==> config.mk <==
export PLATFORM = sky130hd
export DESIGN_NAME = gbuf_read_arbiter_flat
export DESIGN_NICKNAME = d
export VERILOG_FILES = /design/src/rtl/pe_array_pkg.sv /design/src/rtl/gbuf_read_arbiter_if.sv /design/src/rtl/gbuf_read_arbiter_picker.sv /design/src/rtl/gbuf_read_arbiter.sv /design/src/flat_wrapper.sv
export SDC_FILE = /design/constraint.sdc
export NUM_CORES = 1
export LEC_CHECK = 0
export CAP_MARGIN = 20
export CELL_PAD_IN_SITES_DETAIL_PLACEMENT = 1
export CELL_PAD_IN_SITES_GLOBAL_PLACEMENT = 2
export CORE_MARGIN = 2
export CORE_UTILIZATION = 17
export CTS_BUF_LIST = sky130_fd_sc_hd__clkbuf_8 sky130_fd_sc_hd__clkbuf_16
export DETAILED_ROUTE_END_ITERATION = 8
export GPL_TIMING_DRIVEN = 0
export PLACE_DENSITY = 0.84
export REMOVE_ABC_BUFFERS = 1
export SETUP_SLACK_MARGIN = 0.1
export SYNTH_ARGS = -nofsm -noshare
export SYNTH_HDL_FRONTEND = slang
export SYNTH_HIERARCHICAL = 1
export SYNTH_SLANG_ARGS = --single-unit
export TNS_END_PERCENT = 5
==> constraint.sdc <==
create_clock -name clk -period 1.8 [get_ports clk]
set_clock_uncertainty 0.15 [all_clocks]
set_input_delay 0.27 -clock clk [delete_from_list [all_inputs] [get_ports clk]]
set_output_delay 0.27 -clock clk [all_outputs]
set_load 0.02 [all_outputs]
==> src/rtl/pe_array_pkg.sv <==
// pe_array_pkg: shared arbiter state, read latency and slice helper for the PE-array read path
package pe_array_pkg;
  typedef enum logic [1:0] {IDLE, ISSUE, DRAIN} arb_state_e;
  localparam int GBUF_RD_LATENCY = 1;
  function automatic int slice_lo(input int idx, input int width);
    return idx * width;
  endfunction
endpackage

==> src/rtl/gbuf_read_arbiter_if.sv <==
// gbuf_read_arbiter_if: PE request/response and global-buffer read signals of the arbiter
interface gbuf_read_arbiter_if #(
  parameter int N = 3,
  parameter int GLOBAL_BUFFER_ADDR_WIDTH = 10,
  parameter int DATA_WIDTH = 16,
  parameter int LEN_WIDTH = 6
);
  logic [N-1:0] req;
  logic [N*GLOBAL_BUFFER_ADDR_WIDTH-1:0] req_addr;
  logic [N*LEN_WIDTH-1:0] req_len;
  logic [N-1:0] gnt;
  logic gbuf_rd_en;
  logic [GLOBAL_BUFFER_ADDR_WIDTH-1:0] gbuf_addr;
  logic [DATA_WIDTH-1:0] gbuf_rdata;
  logic [DATA_WIDTH-1:0] pe_data;
  logic [N-1:0] pe_valid;
  logic [N-1:0] pe_done;
  logic busy;
  modport master (
    input req, req_addr, req_len, gbuf_rdata,
    output gnt, gbuf_rd_en, gbuf_addr, pe_data, pe_valid, pe_done, busy
  );
  modport slave (
    output req, req_addr, req_len, gbuf_rdata,
    input gnt, gbuf_rd_en, gbuf_addr, pe_data, pe_valid, pe_done, busy
  );
endinterface

==> src/rtl/gbuf_read_arbiter_picker.sv <==
// rr_priority_picker: one-hot winner, searching requests upward from index ptr_i with wrap
module rr_priority_picker #(
  parameter int N = 3,
  parameter int PW = (N > 1) ? $clog2(N) : 1
) (
  input  logic [N-1:0]  req_i,
  input  logic [PW-1:0] ptr_i,
  output logic [N-1:0]  win_o
);
  logic [N-1:0] rot, rot_win;
  // rotate so ptr_i sits at bit 0, isolate the lowest set bit, rotate back
  assign rot = N'({req_i, req_i} >> ptr_i);
  assign rot_win = rot & -rot;
  assign win_o = N'(({rot_win, rot_win} << ptr_i) >> N);
endmodule

==> src/rtl/gbuf_read_arbiter.sv <==
// gbuf_read_arbiter: grants the global-buffer read port to one PE per burst and steers data back.
// Define GBUF_ARB_FIXED_PRI_EN for fixed lowest-index priority instead of round-robin.
module gbuf_read_arbiter
  import pe_array_pkg::*;
#(
  parameter int N = 3,
  parameter int GLOBAL_BUFFER_ADDR_WIDTH = 10,
  parameter int DATA_WIDTH = 16,
  parameter int LEN_WIDTH = 6
) (
  input logic clk,
  input logic rst,
  gbuf_read_arbiter_if.master bus
);
  localparam int AW = GLOBAL_BUFFER_ADDR_WIDTH;
  localparam int PW = (N > 1) ? $clog2(N) : 1;
  localparam int VW = GBUF_RD_LATENCY * N;
  arb_state_e state_q, state_d;
  logic [N-1:0] gnt_q, gnt_d, win;
  logic [VW-1:0] vld_q;
  logic [AW-1:0] addr_q, addr_d, base_w;
  logic [LEN_WIDTH-1:0] cnt_q, cnt_d, len_w;
  logic [PW-1:0] ptr_q;
  logic rd_en, go;
  rr_priority_picker #(.N(N), .PW(PW)) u_picker (.req_i(bus.req), .ptr_i(ptr_q), .win_o(win));
`ifdef GBUF_ARB_FIXED_PRI_EN
  assign ptr_q = '0;
`else
  logic [PW-1:0] ptr_d;
  // search for the next round starts just past the latest winner
  always_comb begin
    ptr_d = ptr_q;
    for (int i = 0; i < N; i++) if (go && win[i]) ptr_d = PW'((i + 1) % N);
  end
  always_ff @(posedge clk) ptr_q <= rst ? '0 : ptr_d;
`endif
  always_comb begin
    base_w = '0;
    len_w = '0;
    for (int i = 0; i < N; i++) begin
      base_w |= win[i] ? bus.req_addr[slice_lo(i, AW) +: AW] : '0;
      len_w |= win[i] ? bus.req_len[slice_lo(i, LEN_WIDTH) +: LEN_WIDTH] : '0;
    end
  end
  always_ff @(posedge clk) begin
    state_q <= rst ? IDLE : state_d;
    gnt_q <= rst ? '0 : gnt_d;
    addr_q <= rst ? '0 : addr_d;
    cnt_q <= rst ? '0 : cnt_d;
    vld_q <= rst ? '0 : VW'({vld_q, (rd_en ? gnt_q : N'(0))});
  end
  always_comb begin
    go = state_q == IDLE && |bus.req;
    state_d = (state_q == IDLE) ? (go ? ((len_w == '0) ? DRAIN : ISSUE) : IDLE)
            : (state_q == ISSUE) ? ((cnt_q == LEN_WIDTH'(1)) ? DRAIN : ISSUE) : IDLE;
    gnt_d = go ? win : (state_q == DRAIN) ? '0 : gnt_q;
    addr_d = go ? base_w : rd_en ? addr_q + AW'(1) : addr_q;
    cnt_d = go ? len_w : rd_en ? cnt_q - LEN_WIDTH'(1) : cnt_q;
  end
  always_comb begin
    rd_en = state_q == ISSUE;
    bus.gbuf_rd_en = rd_en;
    bus.gbuf_addr = rd_en ? addr_q : '0;
    bus.gnt = gnt_q;
    bus.pe_done = (state_q == DRAIN) ? gnt_q : '0;
    bus.busy = state_q != IDLE;
    bus.pe_valid = vld_q[VW-1 -: N];
    bus.pe_data = DATA_WIDTH'(bus.gbuf_rdata);
  end
endmodule

==> src/flat_wrapper.sv <==
// flat-port wrapper written by rule: the top's interface ports become plain ports
module gbuf_read_arbiter_flat import pe_array_pkg::*;
#(
  parameter int N = 3,
  parameter int GLOBAL_BUFFER_ADDR_WIDTH = 10,
  parameter int DATA_WIDTH = 16,
  parameter int LEN_WIDTH = 6
)
  (clk, rst, bus_req, bus_req_addr, bus_req_len, bus_gbuf_rdata, bus_gnt, bus_gbuf_rd_en, bus_gbuf_addr, bus_pe_data, bus_pe_valid, bus_pe_done, bus_busy);
  gbuf_read_arbiter_if #(.N(N), .GLOBAL_BUFFER_ADDR_WIDTH(GLOBAL_BUFFER_ADDR_WIDTH), .DATA_WIDTH(DATA_WIDTH), .LEN_WIDTH(LEN_WIDTH)) bus_i ();
  input logic clk;
  input logic rst;
  input wire logic [$bits(bus_i.req)-1:0] bus_req;
  input wire logic [$bits(bus_i.req_addr)-1:0] bus_req_addr;
  input wire logic [$bits(bus_i.req_len)-1:0] bus_req_len;
  input wire logic [$bits(bus_i.gbuf_rdata)-1:0] bus_gbuf_rdata;
  output wire logic [$bits(bus_i.gnt)-1:0] bus_gnt;
  output wire logic [$bits(bus_i.gbuf_rd_en)-1:0] bus_gbuf_rd_en;
  output wire logic [$bits(bus_i.gbuf_addr)-1:0] bus_gbuf_addr;
  output wire logic [$bits(bus_i.pe_data)-1:0] bus_pe_data;
  output wire logic [$bits(bus_i.pe_valid)-1:0] bus_pe_valid;
  output wire logic [$bits(bus_i.pe_done)-1:0] bus_pe_done;
  output wire logic [$bits(bus_i.busy)-1:0] bus_busy;
  assign bus_i.req = bus_req;
  assign bus_i.req_addr = bus_req_addr;
  assign bus_i.req_len = bus_req_len;
  assign bus_i.gbuf_rdata = bus_gbuf_rdata;
  assign bus_gnt = bus_i.gnt;
  assign bus_gbuf_rd_en = bus_i.gbuf_rd_en;
  assign bus_gbuf_addr = bus_i.gbuf_addr;
  assign bus_pe_data = bus_i.pe_data;
  assign bus_pe_valid = bus_i.pe_valid;
  assign bus_pe_done = bus_i.pe_done;
  assign bus_busy = bus_i.busy;
  gbuf_read_arbiter #(.N(N), .GLOBAL_BUFFER_ADDR_WIDTH(GLOBAL_BUFFER_ADDR_WIDTH), .DATA_WIDTH(DATA_WIDTH), .LEN_WIDTH(LEN_WIDTH)) u_core (.clk(clk), .rst(rst), .bus(bus_i));
endmodule
==> metrics.md <==
| Metric | Value |
|---|---|
| Outcome | finished with violations |
| Violated checks | setup timing |
| Main flop type after synthesis | dfxtp_1 |
| DR vias | 2015 |
| Sw power | 830 µW |
| Share of the synthesized area in the top cell type | 30.2% |
| Fin. Hold Viols | 0 |
| GRT busiest layer | met2 |
| Die Wd | 105 µm |
| Unrepaired setup endpoints after global routing | yes |
| Sw Share | 35.7% |
| Final worst path period need | 2120 ps |
| Seq/Total Area, Yosys | 30.2% |
| Post-synth EDFFs | 0 |
| Part of the power in registers | 33.2% |
| Antenna cell count | 0 |
| Area grow syn2layout | 67.5% |
| Peak supply drop | 0.322 mV |
| CORE AREA | 9820 µm² |
| Setup crit end kind | flop |
| RD Place Congestion | around 0.68 |
| Number of remaining DRC errors | 0 |
| R2r setup slk | -320 ps |
| Crit Path Max Fanout | 8 |
| Met3 Track Usage GR | 3.93% |
| Worst R2R Path Depth | 8 |
| Count leader, synth | dfxtp_1 |
| Area leader, netlist | dfxtp_1 |
| Post-synthesis register bit count | 26 |
| CTS tree | done |
| Critical path's slowest cell | dfxtp_4 |
| Crit path DAT | 2100 ps |
| Buffers on Ports | 73 |
| Final setup violation count | 22 |
| Total Wirelength | 7.32 mm |
| Worst slew pin tran | 1030 ps |
| Routed length per instance | around 17 µm |
| Final #Nets | 360 |
| Worst skew pair latency | 280 ps |
| Vias in the first global route | 2101 |
| Root buf cell | clkbuf_8 |
| Number of max-cap violations | 0 |
| Initial antenna violation count | 0 |
| Hold depth | 2 |
| Clk buf depth | 2 |
| FMAX | 471 MHz |
| Cells after Synth | 213 |
| Slew Viols, Final | 0 |
| Clk slew on worst S/H paths | 100 ps |
| Util after Layout | 29.4% |
| YS warnings | 6 |
| Synth area leaders | dfxtp_1 30%, a222oi_1 9.3%, buf_4 7.4%, a21oi_1 5.8%, and2_1 4.0% |
| Height of the die | 105 µm |
| Logic pwr share | 45.4% |
| R2R Path Start | u_core/ptr_q[0] |
| GRT Overall Usage | 12.7% |
| Crit path cell chain | nor3b_4, o31a_4, a222oi_1, buf_4, buf_6, nor3_2, a211oi_2, nor2_1 |
| Top post-synthesis cells by count | 26 x dfxtp_1, 20 x a21oi_1, 17 x buf_4 |
| First-pass GRT wire length | roughly 11 mm |
| Initial core utilization | between 10% and 20% |
| Antenna Nets Post-Route | 0 |
| Vias per std cell | approximately 4.8 |
| Clock group share of total power | between 20% and 30% |
| Critical hold path startpoint | u_core/bus.gnt[2] |
| Async S/R FF share, synth | 0% |
| Worst EP required | about 1800 ps |
| Ports | around 110 |
| GR Layer Usage met2 | 22.1% |
| Post-Syn Area | roughly 1700 µm² |
| CTS buffer count | 3 |
| Mean post-synth cell area | 8.10 µm² |
| Leak | 1.11 nW |
| Drt first pass iters | 4 |
| PD cells | 803 nW/µm² |
| HP Class | reg -> reg |
| Sinks on Clock Net | 26 |
| GRT met1 Usage | 14.8% |
| Synth cell types | 41 |
| Fin worst setup slack | -324 ps |
| Post-DP HPWL | 4.63 mm |
| Cell row count | 36 |
| Layout cells sized above 1 | between 20% and 30% |
| CP max stage delay | ~400 ps |
| Startpoint Class | flop |
| Die ar. | 11000 µm² |
| Crit path kind | reg -> reg |
| GRT overflow | 0 |
| Largest net degree at the start of global routing | 27 |
| Slew HR | 31.2% |
| Tcrit/Tclk final | 118% |
| H-tree Lvls | 1 |
| Reg-to-reg endpoint | u_core/cnt_q[0] |
| TNS Setup | -3450 ps |
| Internal power | 1.49 mW |
| Hold Crit Endpoint | u_core/bus.gnt[2] |
| Iteration-0 DRC Markers | 120 |
| Post-CTS Hold Buffers | 0 |
==> through the flow <==
step | hold WS [ps] | setup WS (ps) | power, mW | std cells | cell area, µm²
floorplan | 189 | -307 | 1.22 | 183 | 1530
global placement | 329 | -1510 | 1.57 | 389 | 2430
detailed placement | 338 | -1250 | 1.60 | 390 | 2460
CTS | 350 | -308 | 2.29 | 414 | 2790
global route | 369 | -411 | 2.47 | 420 | 2890
finish | 346 | -324 | 2.32 | 420 | 2890
==> cell type report <==
class,count,area (µm²)
Timing Repair Buffer,97,922
Tap cell,133,166
Sequential cell,26,533
Clock buffer,3,41.3
Clock inverter,1,30.0
Fill cell,1165,6930
Multi-Input combinational cell,151,1160
Inverter,8,33.8
Timing Repair inverter,1,7.51
==> cells in the final DEF (no fill, tap or decap), drive strengths merged, types with 5 or more instances in the layout <==
cell / instances
clkdlybuf4s50: 52
o22a: 5
a21oi: 20
and2: 11
a222oi: 16
a21o: 5
nor2: 16
xnor2: 5
dfxtp: 26
inv: 7
nand2: 15
buf: 33
nor3: 7
nand3: 9
==> how the worst max path moves through the flow <==
stage | startpoint | end | slack, ps
floorplan | u_core/ptr_q[1] | u_core/state_q[1] | -310
global placement | bus_req[0] | u_core/state_q[1] | -1510
detailed placement | bus_req[1] | u_core/state_q[0] | -1250
CTS | u_core/ptr_q[1] | u_core/state_q[0] | -310
global route | u_core/ptr_q[0] | u_core/cnt_q[0] | -410
finish | u_core/ptr_q[0] | u_core/cnt_q[0] | -320
==> critical path: cells and delay by family, from the launching register on <==
kind / cells / cell delay, ps
flops: 1 / 400
simple gates: 3 / 250
compound gates: 3 / 880
buf+inv: 2 / 280
==> kinds of logic (layout without fill, tap and decap cells) <==
group / after synthesis / count (layout) / share of synthesized area [%]
and+or+nand+nor: 76 / 76 / 23.4
adders and majority gates: 3 / 3 / 2.18
buffers and inverters: 38 / 110 / 12.9
xor gates and xnor gates: 5 / 5 / 2.54
DFF: 26 / 26 / 30.2
AOI/OAI and AO/OA: 65 / 67 / 28.9
==> registers in the layout (all words and copies together), names as in the netlist <==
register and flops:
u_core/addr_q 10, u_core/cnt_q 6, u_core/ptr_q 2, u_core/bus.gnt 3, u_core/bus.pe_valid 3, u_core/state_q 2
==> layer usage <==
metal	wire, µm	part of all wire [%]
met1	3210	44
met2	3580	49
met3	420	5.7
met4	113	1.5
met5	0	0
==> timing repair <==
item	4_1_cts	5_1_grt
setup endpoints to repair	40	39
gates cloned	3	0
gates resized for setup	93	21
pin swaps	18	15
buffers inserted	17	6
==> power groups by stage <==
stage               logic (mW)  registers (mW)  clock network [mW]
floorplan                0.468           0.751                   0
global placement         0.805           0.762                   0
detailed placement       0.837           0.766                   0
CTS                       1.01           0.764               0.513
global route              1.14           0.787               0.542
finish                    1.05           0.772               0.496
(Power assumes the default switching activity.)
